==> src/rtl/mem_access_stage_pkg.sv <==
// Shared encodings for the MEM-stage data-memory access unit:
// funct3 load/store sizes and the access FSM states.
package mem_access_stage_pkg;

    localparam logic [2:0] F3_B  = 3'b000;
    localparam logic [2:0] F3_H  = 3'b001;
    localparam logic [2:0] F3_W  = 3'b010;
    localparam logic [2:0] F3_BU = 3'b100;
    localparam logic [2:0] F3_HU = 3'b101;

    typedef enum logic [1:0] {
        ST_IDLE = 2'b00,
        ST_BUSY = 2'b01,
        ST_DONE = 2'b10
    } state_t;

endpackage

==> src/rtl/mem_access_stage_align.sv <==
// Byte-lane logic: store enables/replication, alignment check,
// and load extraction with sign/zero extension.
module mem_align
    import mem_access_stage_pkg::*;
(
    input  logic [2:0]  i_funct3,
    input  logic [1:0]  i_lane,
    input  logic [31:0] i_wdata,
    input  logic [2:0]  i_ld_funct3,
    input  logic [1:0]  i_ld_lane,
    input  logic [31:0] i_rdata,
    output logic        o_misalign,
    output logic [3:0]  o_be,
    output logic [31:0] o_wdata,
    output logic [31:0] o_ld_data
);

    logic [31:0] w_shift;
    logic [7:0]  w_byte;
    logic [15:0] w_half;

    always_comb begin
        o_misalign = 1'b0;
        o_be       = 4'b1111;
        o_wdata    = i_wdata;
        case (i_funct3[1:0])
            2'b00: begin
                o_be    = 4'b0001 << i_lane;
                o_wdata = {4{i_wdata[7:0]}};
            end
            2'b01: begin
                o_misalign = i_lane[0];
                o_be       = 4'b0011 << {i_lane[1], 1'b0};
                o_wdata    = {2{i_wdata[15:0]}};
            end
            2'b10: begin
                // 110 is not a defined load/store width
                o_misalign = (i_lane != 2'b00) | i_funct3[2];
            end
            default: o_misalign = 1'b1;
        endcase
    end

    assign w_shift = i_rdata >> {i_ld_lane, 3'b000};
    assign w_byte  = w_shift[7:0];
    assign w_half  = i_ld_lane[1] ? i_rdata[31:16] : i_rdata[15:0];

    always_comb begin
        o_ld_data = '0;
        case (i_ld_funct3)
            F3_B:    o_ld_data = {{24{w_byte[7]}}, w_byte};
            F3_H:    o_ld_data = {{16{w_half[15]}}, w_half};
            F3_W:    o_ld_data = i_rdata;
            F3_BU:   o_ld_data = {24'd0, w_byte};
            F3_HU:   o_ld_data = {16'd0, w_half};
            default: o_ld_data = '0;
        endcase
    end

endmodule

==> src/rtl/mem_access_stage.sv <==
// MEM-stage data-memory access: req/ready transaction to a
// variable-latency memory with pipeline stall and timeout abort.
module mem_access_stage
    import mem_access_stage_pkg::*;
#(
    parameter int TIMEOUT_CYCLES = 255
) (
    input  logic        clk_i,
    input  logic        rst_i,
    input  logic        MemRead_i,
    input  logic        MemWrite_i,
    input  logic [2:0]  funct3_i,
    input  logic [31:0] addr_i,
    input  logic [31:0] wdata_i,
    output logic [31:0] Readdata_o,
    output logic        stall_o,
    output logic        misalign_o,
    output logic        bus_err_o,
    output logic        dmem_req_o,
    output logic        dmem_we_o,
    output logic [31:0] dmem_addr_o,
    output logic [3:0]  dmem_be_o,
    output logic [31:0] dmem_wdata_o,
    input  logic        dmem_ready_i,
    input  logic [31:0] dmem_rdata_i
);

    localparam logic [7:0] CNT_LAST = 8'(TIMEOUT_CYCLES - 1);

    state_t      r_state;
    logic        r_req;
    logic        r_we;
    logic [31:0] r_addr;
    logic [3:0]  r_be;
    logic [31:0] r_wdata;
    logic [31:0] r_readdata;
    logic        r_err;
    logic [7:0]  r_cnt;
    logic [2:0]  r_funct3;
    logic [1:0]  r_lane;

    logic        w_access;
    logic        w_misal;
    logic        w_go;
    logic [3:0]  w_be;
    logic [31:0] w_wdata;
    logic [31:0] w_ld_data;

    mem_align u_align (
        .i_funct3    (funct3_i),
        .i_lane      (addr_i[1:0]),
        .i_wdata     (wdata_i),
        .i_ld_funct3 (r_funct3),
        .i_ld_lane   (r_lane),
        .i_rdata     (dmem_rdata_i),
        .o_misalign  (w_misal),
        .o_be        (w_be),
        .o_wdata     (w_wdata),
        .o_ld_data   (w_ld_data)
    );

    assign w_access   = MemRead_i | MemWrite_i;
    assign w_go       = (r_state == ST_IDLE) & w_access & ~w_misal;
    assign misalign_o = (r_state == ST_IDLE) & w_access & w_misal;
    assign stall_o    = w_go | (r_state == ST_BUSY);

    assign Readdata_o   = r_readdata;
    assign bus_err_o    = r_err;
    assign dmem_req_o   = r_req;
    assign dmem_we_o    = r_we;
    assign dmem_addr_o  = r_addr;
    assign dmem_be_o    = r_be;
    assign dmem_wdata_o = r_wdata;

    always_ff @(posedge clk_i or posedge rst_i) begin
        if (rst_i) begin
            r_state    <= ST_IDLE;
            r_req      <= 1'b0;
            r_we       <= 1'b0;
            r_addr     <= '0;
            r_be       <= '0;
            r_wdata    <= '0;
            r_readdata <= '0;
            r_err      <= 1'b0;
            r_cnt      <= '0;
            r_funct3   <= '0;
            r_lane     <= '0;
        end else begin
            r_err <= 1'b0;
            case (r_state)
                ST_IDLE: begin
                    if (w_go) begin
                        // a simultaneous read+write is treated as a store
                        r_req    <= 1'b1;
                        r_we     <= MemWrite_i;
                        r_addr   <= {addr_i[31:2], 2'b00};
                        r_be     <= MemWrite_i ? w_be : 4'b1111;
                        r_wdata  <= w_wdata;
                        r_funct3 <= funct3_i;
                        r_lane   <= addr_i[1:0];
                        r_cnt    <= '0;
                        r_state  <= ST_BUSY;
                    end
                end
                ST_BUSY: begin
                    r_cnt <= r_cnt + 8'd1;
                    if (dmem_ready_i) begin
                        r_req <= 1'b0;
                        if (!r_we) begin
                            r_readdata <= w_ld_data;
                        end
                        r_state <= ST_DONE;
                    end else if (r_cnt == CNT_LAST) begin
                        r_req      <= 1'b0;
                        r_readdata <= '0;
                        r_err      <= 1'b1;
                        r_state    <= ST_DONE;
                    end
                end
                ST_DONE: r_state <= ST_IDLE;
                default: r_state <= ST_IDLE;
            endcase
        end
    end

endmodule

==> config.mk <==
export PLATFORM = sky130hd
export DESIGN_NAME = mem_access_stage
export DESIGN_NICKNAME = d
export VERILOG_FILES = /design/src/rtl/mem_access_stage_pkg.sv /design/src/rtl/mem_access_stage_align.sv /design/src/rtl/mem_access_stage.sv
export SDC_FILE = /design/constraint.sdc
export NUM_CORES = 1
export LEC_CHECK = 0
export BUFFER_PORTS_ARGS = -buffer_cell sky130_fd_sc_hd__buf_2
export CORE_AREA = 2 2 104 116
export CTS_CLUSTER_SIZE = 8
export DETAILED_ROUTE_END_ITERATION = 6
export DIE_AREA = 0 0 106 118
export PLACE_DENSITY = 0.78
export SYNTH_ARGS = -nofsm -noshare
export SYNTH_HDL_FRONTEND = slang
export SYNTH_SLANG_ARGS = --single-unit
==> constraint.sdc <==
create_clock -name clk_i -period 4.2 [get_ports clk_i]
set_clock_uncertainty 0.15 [all_clocks]
set_input_delay 0.21 -clock clk_i [delete_from_list [all_inputs] [get_ports clk_i]]
set_output_delay 0.21 -clock clk_i [all_outputs]
set_load 0.01 [all_outputs]
======== Word-level counts from Yosys, hierarchy flattened ========
Cells that the tools add are included.
cells by class
  add/subtract/negate cells ............... 1
  reductions and logical operators ........ 11
  multiplexer cells ....................... 22
  equal/unequal tests ..................... 11
  bitwise gates (word level) .............. 7
  shift-type cells ........................ 3
operators with widths
  operator                                                                count
  32-bit case mux with 5 select lines                                     1
  32-bit 2-to-1 mux                                                       3
  32-bit case mux with 2 select lines                                     1
  32-bit by 5-bit >> shifter with 8-bit output                            1
  16-bit 2-to-1 mux                                                       1
  8-bit case mux with 2 select lines                                      1
  8-bit by 1-bit adder with 8-bit output (second input constant)          1
  8-bit equality test (second input constant)                             1
  8-bit 2-to-1 mux                                                        1
  4-bit case mux with 2 select lines                                      1
  3-bit equality test (second input constant)                             2
  1-bit 2-to-1 mux                                                        6
  2-bit 2-to-1 mux                                                        3
  2-bit AND reduction                                                     3
  3-bit AND reduction                                                     2
  2-bit nonzero test                                                      3
  2-bit by 1-bit equality test with 1-bit output (second input constant)  2
  2-bit logical NOT                                                       2
  4-bit 2-to-1 mux                                                        1
  2-bit inequality test (second input constant)                           2
  2-bit case mux with 2 select lines                                      1
  1-bit by 2-bit left shift with 4-bit output (first input constant)      1
  2-bit by 2-bit left shift with 4-bit output (first input constant)      1
  1-bit bitwise AND                                                       3
  9 further kinds                                                         11
word-level totals
  flip-flop bits (word level) ............. 116
  word-level logic and storage cells ...... 66

======== Logic depth before layout (Yosys ltp) ========
Gate-level depths: netlist of the first run.
  depth after elaboration ................. 7
  depth in mapped cells ................... 7
  depth with buffers taken out ............ 6

======== Modules after synthesis ========
A second synthesis of the first run with hierarchy kept.
second synthesis, totals
  cell total of the unflattened synthesis .. 559
  area, all modules ....................... 6403.6 sq um
by module, submodules not included
  module            seq. area each (sq um)  times used  cells each  area each (sq um)
  mem_access_stage  2902.8                  1           363         4934.7
  mem_align         0.0                     1           196         1468.9

======== Worst setup path before layout of the first run ========
Ideal clock, no wire load.
  kind .................................... register to register
  start ................................... register r_cnt[0]
  end ..................................... register r_readdata[16], in the netlist Readdata_o[16]
  required time ........................... 3924 ps
  cell stages (with the launch flop) ...... 8
  buffers on the path ..................... 1
  clock period less this slack ............ 1778 ps
  setup time .............................. 126 ps
  setup slack ............................. 2422 ps
  data arrival time ....................... 1502 ps
  path through ............................ dfrtp_1 -> inv_1 -> ha_1 -> nand3_1 -> nor3_2 -> a21oi_1 -> buf_2 -> a221o_1
between the ends
  longest elaborated chain between the ends .. 3
RTL lines
  item                           RTL line                 source
  from (decl)                    mem_access_stage.sv:38   logic [7:0] r_cnt;
  from (signal assigned)         mem_access_stage.sv:106  r_cnt <= r_cnt + 8'd1;
  8-bit equality test            mem_access_stage.sv:113  end else if (r_cnt == CNT_LAST) begin
  2-bit nonzero test (no line)   --
  3-bit AND reduction (no line)  --
  to (signal assigned)           mem_access_stage.sv:110  r_readdata <= w_ld_data;
  to (decl)                      mem_access_stage.sv:36   logic [31:0] r_readdata;
No other way between the ends.
A chain may end at the register's enable or synchronous reset.

======== Worst setup path in the final report of the first run ========
  start ................................... input port addr_i[0]
  end ..................................... output port stall_o
between the ends
  longest elaborated chain between the ends .. 6
RTL lines
  item                                    RTL line                      source
  from (decl)                             mem_access_stage.sv:13        input logic [31:0] addr_i,
  2-bit nonzero test                      mem_access_stage_align.sv:38  o_misalign = (i_lane != 2'b00) | i_funct3[2];
  1-bit bitwise OR                        mem_access_stage_align.sv:38
  1-bit case mux with 3 select lines (*)  mem_access_stage_align.sv:26  case (i_funct3[1:0])
  1-bit inverter (*)                      mem_access_stage.sv:63        assign w_go = (r_state == ST_IDLE) & w_access & ~w_misal;
  1-bit bitwise AND (*)                   mem_access_stage.sv:63
  1-bit bitwise OR (*)                    mem_access_stage.sv:65        assign stall_o = w_go | (r_state == ST_BUSY);
  to (decl)                               mem_access_stage.sv:16        output logic stall_o,
Mark *: on every way between the ends. The rest lies on a longest branch, timed or not.

==> results of run 1 <==
[layout by cell type (no fill, tap or decap), types with 5 or more instances in the layout]
| cell | instances |
|---|---|
| clkinv_2 | 5 |
| o2bb2ai_1 | 16 |
| nand3_1 | 15 |
| a22oi_1 | 7 |
| dfrtp_1 | 116 |
| clkinvlp_4 | 7 |
| nand2_1 | 58 |
| a21oi_1 | 19 |
| mux2i_1 | 25 |
| a221oi_1 | 8 |
| o21ai_0 | 37 |
| buf_2 | 206 |
| clkbuf_16 | 17 |
| nor2_1 | 14 |
| mux2_2 | 23 |
| a221o_1 | 16 |
| dlygate4sd3_1 | 94 |
| nand2b_1 | 10 |
| mux2_4 | 21 |
[worst paths after layout]
path                                  start                to  slack, ns  cells after the start
min in group asynchronous             rst_i     Readdata_o[2]       0.27                      3
max                               addr_i[0]           stall_o       1.80                      7
min reg2reg                dmem_wdata_o[12]  dmem_wdata_o[12]       0.33                      2
min                        dmem_rdata_i[15]    Readdata_o[15]       0.02                      3
max in group asynchronous             rst_i  dmem_wdata_o[28]       2.66                      4
max reg2reg                       r_lane[1]    Readdata_o[17]       1.88                      4
[routing by layer]
layer  track usage  vias to the layer above  wire [um]
met5             0                        -          0
met4         0.127                        0        598
met3        0.0781                       41       1290
met2         0.456                      262       8150
met1         0.313                     2397       6300
li1              -                     2255          -
[logic make-up after synthesis]
| logic type | count (synthesis) |
|---|---|
| other cells | 1 |
| xor+xnor | 2 |
| fa+ha+maj | 2 |
| simple gates | 115 |
| buf+inv | 38 |
| flops | 116 |
| mux | 71 |
| compound gates | 114 |
[power by group]
group          switching (mW)  internal [mW]  total [mW]
registers               0.322           1.52        1.85
logic                   0.808          0.813        1.62
clock network           0.503          0.778        1.28
[what timing repair did]
action,in CTS,in global routing
hold buffers,94,0
gates resized for setup,0,0
setup endpoints to repair,0,0
hold endpoints to repair,138,0
buffers inserted,0,0
[cell type report]
cell class                      count  area (um2)  area share
Clock buffer                       19         453      0.0567
Clock inverter                     13        86.3      0.0108
Inverter                            5        21.3     0.00266
Multi-Input combinational cell    306        2310       0.290
Sequential cell                   116        2900       0.363
Tap cell                          150         188      0.0235
Timing Repair Buffer              305        2020       0.253
[sequential cells by signal (all words and copies together) (netlist names)]
signal	cells
dmem_req_o	1
dmem_wdata_o	32
r_lane	2
Readdata_o	32
bus_err_o	1
r_state	2
r_cnt	8
dmem_addr_o	30
dmem_we_o	1
r_funct3	3
dmem_be_o	4
[worst max-delay path: stages]
cell,delay (ns)
dlygate4sd3_1,0.53
buf_2,0.17
a21oi_1,0.13
o221ai_4,0.37
buf_12,0.34
nand2_1,0.09
buf_2,0.16
==> impl_results.md, run 1 <==
* Yosys Warn Count at 0
* Total length of routed wires at between 15000 and 20000 um
* Slew at the pin closest to its max-slew limit at around 0.81 ns
* Setup ws final at between 1.5 and 2 ns
* RSZ-0062 raised after global routing: no
* Count leader, synth: dfrtp_1
* Vias in the first global route at around 5300
* Grt total ovfl at 0
* Outcome: completed
* Leak at a little under 4 nW
* Post-synthesis mux area share at 0.159
* Pwr Density at between 500 and 600 mW/mm2
* Layout cell share with drive strength beyond 1 at 0.394
* DRC at 0
* Adder-cell share of the synthesized area at 0.00464
* Cells after synthesis at ~460
* Final Net Count at around 860
* Area fraction in compound gates after synthesis at 0.148
* Final setup vio count at 0
* CTS clk-pin slew, worst paths at approximately 0.050 ns
* Total track usage at 0.269
* Total power at about 4.7 mW
* Post-route insts no fill at just over 900
* Post-synth EDFFs at 0
* Hold Crit Class: in2reg
* Simple-Gate Fraction of Synth Area at 0.109
* WL per Instance at 17.9 um
* Site row count at between 40 and 50
* Synthesized flop and latch total at ~120
* Max Cap Violations at 0
* WS Path Type: in2out
* Clock sink total at 116
* IO Pins at 209
* Starting Density at 0.476
* Setup crit start kind: input port
* Slew Limit Fails at 0
* Fin util at 0.704
* Worst vdd ir at ~0.36 mV
* Arrival time worst endpoint at 2.04 ns
* Unique masters post-synth at 48
* CP max FO at between 60 and 70
* First-pass GRT wire length at around 27000 um
* Detailed Routing Iterations Pass 1 at 5
* Total negative setup slack at 0 ns
* Fill count at 805
* Top post-synthesis cells by count: dfrtp_1, nand2_1, o21ai_0
* Gpl congestion at 0.941
* Die Y-Extent at ~120 um
* Min Hold Slack at between 0.02 and 0.025 ns
* Nature of the critical path endpoint: primary output
* Starting DRT DRC Count at ~280
* Cell count after placement at around 800
* Post-DRT Antenna Nets at 0
* Ys async rst share at 1.00
* Clock Latency Late Sink at around 0.4 ns
* Hpwl dp at ~10000 um
* Cell Area, Placed at roughly 0.0065 mm2
* Fin. Hold Viols at 0
* Syn-to-layout area delta at 48.0%
* Die W at 106 um
* Post-synth top area share at 0.538
* Finished Cell Area at about 0.0080 mm2
* Data required, critical path at 3.84 ns
* FMAX at just over 400 MHz
* # port buffers at roughly 210
* Post-synthesis cell area at between 0.005 and 0.006 mm2
* Sequential share of the synthesized area at 0.538
* Cell taking the most area after synthesis: dfrtp_1
* Tmin final at about 2.4 ns
* Diode count at 0
* Largest net degree at the start of global routing at 68
* Post-synthesis xor/xnor area fraction at 0.00325
* CTS buffer count at 17
* Max_slew headroom at 0.458
* DP Worst Slack at between 1.5 and 2 ns
* H-tree lvl count at 4
* Area of the die at approximately 0.013 mm2
* Period utilization at 0.573
* Via-to-Cell Ratio at 5.42
* Dominant cells by area after synthesis: dfrtp_1, mux2_4, mux2_2
* Antenna violations before repair at 0
* Root Buffer: clkbuf_16
* Syn avg cell area at 11.8 um2
* Clock Path Buffers at 2
* Clock tree from TritonCTS: yes
* Core Area at between 0.01 and 0.015 mm2
* Top FF cell, synth: dfrtp_1
* Via count at between 4000 and 5000
* Largest family of logic cells by synthesized area: multiplexers
No activity file was read; power rests on OpenSTA's default activity.
==> run 2: changes to the inputs <==
==> constraint.sdc (replaced) <==
create_clock -name clk_i -period 2.4 [get_ports clk_i]
set_clock_uncertainty 0.15 [all_clocks]
set_input_delay 0.12 -clock clk_i [delete_from_list [all_inputs] [get_ports clk_i]]
set_output_delay 0.12 -clock clk_i [all_outputs]
set_load 0.01 [all_outputs]
==> run 2 against run 1 <==
Effect of this change: hold slack gained 0.071 ns; register-to-register slack worse by 1.5 ns; critical path depth unchanged; non-clock buffer count rose by 12; via count grew 0.73%; combinational power is 84% higher; total power grew 89%; largest power group unchanged; highest routed layer is now met5.
==> impl_results.md, run 2 (synthesis results as in run 1) <==
* Total negative setup slack at 0 ns
* Vias in the first global route at ~5300
* Final Net Count at 869
* Total track usage at 0.275
* Worst vdd ir at ~0.6 mV
* WS Path Type: in2out
* Tmin final at around 2.1 ns
* Antenna violations before repair at 1
* Hpwl dp at 10400 um
* Clock Path Buffers at 2
* Root Buffer: clkbuf_16
* Post-DRT Antenna Nets at 0
* Site row count at 41
* H-tree lvl count at 4
* Commonest non-fill, non-tap cell in the layout: buf_2
* Largest net degree at the start of global routing at 77
* Layout cell share with drive strength beyond 1 at 0.393
* Die W at around 110 um
* Period utilization at 0.865
* WL per Instance at around 18 um
* Setup crit start kind: input port
* CTS clk-pin slew, worst paths at 0.06 ns
* DRC at 0
* Slew at the pin closest to its max-slew limit at about 0.84 ns
* Starting Density at 0.476
* Max Cap Violations at 0
* Area of the die at about 0.013 mm2
* Fin. Hold Viols at 0
* CTS Hold Bufs at between 100 and 150
* Cell Area, Placed at 0.00658 mm2
* Clock tree from TritonCTS: yes
* Post-CTS sizing at 0
* Outcome: completed
* Via count at about 5000
* CP max FO at 37
* Diode count at 0
* Core Area at around 0.011 mm2
* Arrival time worst endpoint at approximately 1.8 ns
* Finished Cell Area at 0.00825 mm2
* Nature of the critical path endpoint: primary output
* FMAX at ~480 MHz
* CTS buffer count at 17
* Starting DRT DRC Count at 303
* Total length of routed wires at 16600 um
* Gpl congestion at slightly below 0.9
* RSZ-0062 raised after global routing: no
* # port buffers at approximately 200
* Grt total ovfl at 0
* Slew Limit Fails at 0
* Final setup vio count at 0
* Detailed Routing Iterations Pass 1 at 5
* IO Pins at approximately 210
* First-pass GRT wire length at between 20000 and 30000 um
* Clock sink total at 116
* Clock Latency Late Sink at roughly 0.4 ns
* Via-to-Cell Ratio at 5.39
* Number of post-CTS setup repair buffers at 0
* Syn-to-layout area delta at 52.9%
* Hold Crit Class: in2reg
* Most frequent cells in the layout: buf_2, dfrtp_1, dlygate4sd3_1, nand2_1, o21ai_0
* Max_slew headroom at 0.436
* Data required, critical path at 2.13 ns
* Pwr Density at about 1100 mW/mm2
* Die Y-Extent at about 120 um
* Leak at slightly above 4 nW
## run 2: changes by cell type in the layout (fill, tap and decap cells not counted), sizes merged
cell / change
bufinv: +5
dlygate4sd3: +8
buf: +4
clkinv: -1
clkinvlp: -3
inv: -1
## run 2: metal layers
metal  wire length, um  vias up  GRT usage  part of all wire
li1                  -     2283          -                 -
met1              6460     2418      0.324              0.39
met2              8320      247      0.462              0.50
met3              1260       41     0.0781             0.076
met4               550        2      0.132             0.033
met5                10        -          0           0.00060
## run 2: cell type report
class	count	area (um2)
Clock buffer	19	453
Clock inverter	13	205
Fill cell	767	3080
Inverter	5	22.5
Multi-Input combinational cell	306	2310
Sequential cell	116	2900
Tap cell	150	188
Timing Repair Buffer	317	2170
## run 2: final timing paths
| path | slack, ns | from | depth (start not counted) | end |
|---|---|---|---|---|
| max in group asynchronous | 1.23 | rst_i | 4 | dmem_addr_o[6] |
| setup / recovery | 0.32 | addr_i[0] | 7 | stall_o |
| setup reg to reg | 0.37 | r_state[1] | 4 | Readdata_o[18] |
| hold / removal | 0.1 | funct3_i[0] | 3 | r_funct3[0] |
| hold reg to reg | 0.33 | dmem_wdata_o[10] | 2 | dmem_wdata_o[10] |
| min in group asynchronous | 0.20 | rst_i | 3 | Readdata_o[31] |
## run 2: metrics by stage
step                power, mW  instances  hold WS [ns]  worst slack [ns]   util
finish                   8.96        926        0.0952             0.324  0.728
global route             9.43        926         0.109             0.216  0.728
CTS                      8.92        926        0.0726             0.329  0.728
detailed placement       5.96        792        0.0870             0.405  0.580
global placement         5.85        792        0.0838             0.480  0.580
floorplan                4.79        460        0.0714             0.622      -
## run 2: critical path: stages
cell and delay (ns):
dlygate4sd3_1 0.54, buf_2 0.16, nor4_4 0.35, o221ai_4 0.17, buf_12 0.22, nand2_1 0.07, buf_2 0.15
## run 2: power by group
part           internal [mW]  total [mW]  switching, mW
Clock                   1.89        2.80          0.908
Combinational           1.47        2.98           1.52
Sequential              2.67        3.17          0.505
Total                   6.03        8.96           2.93
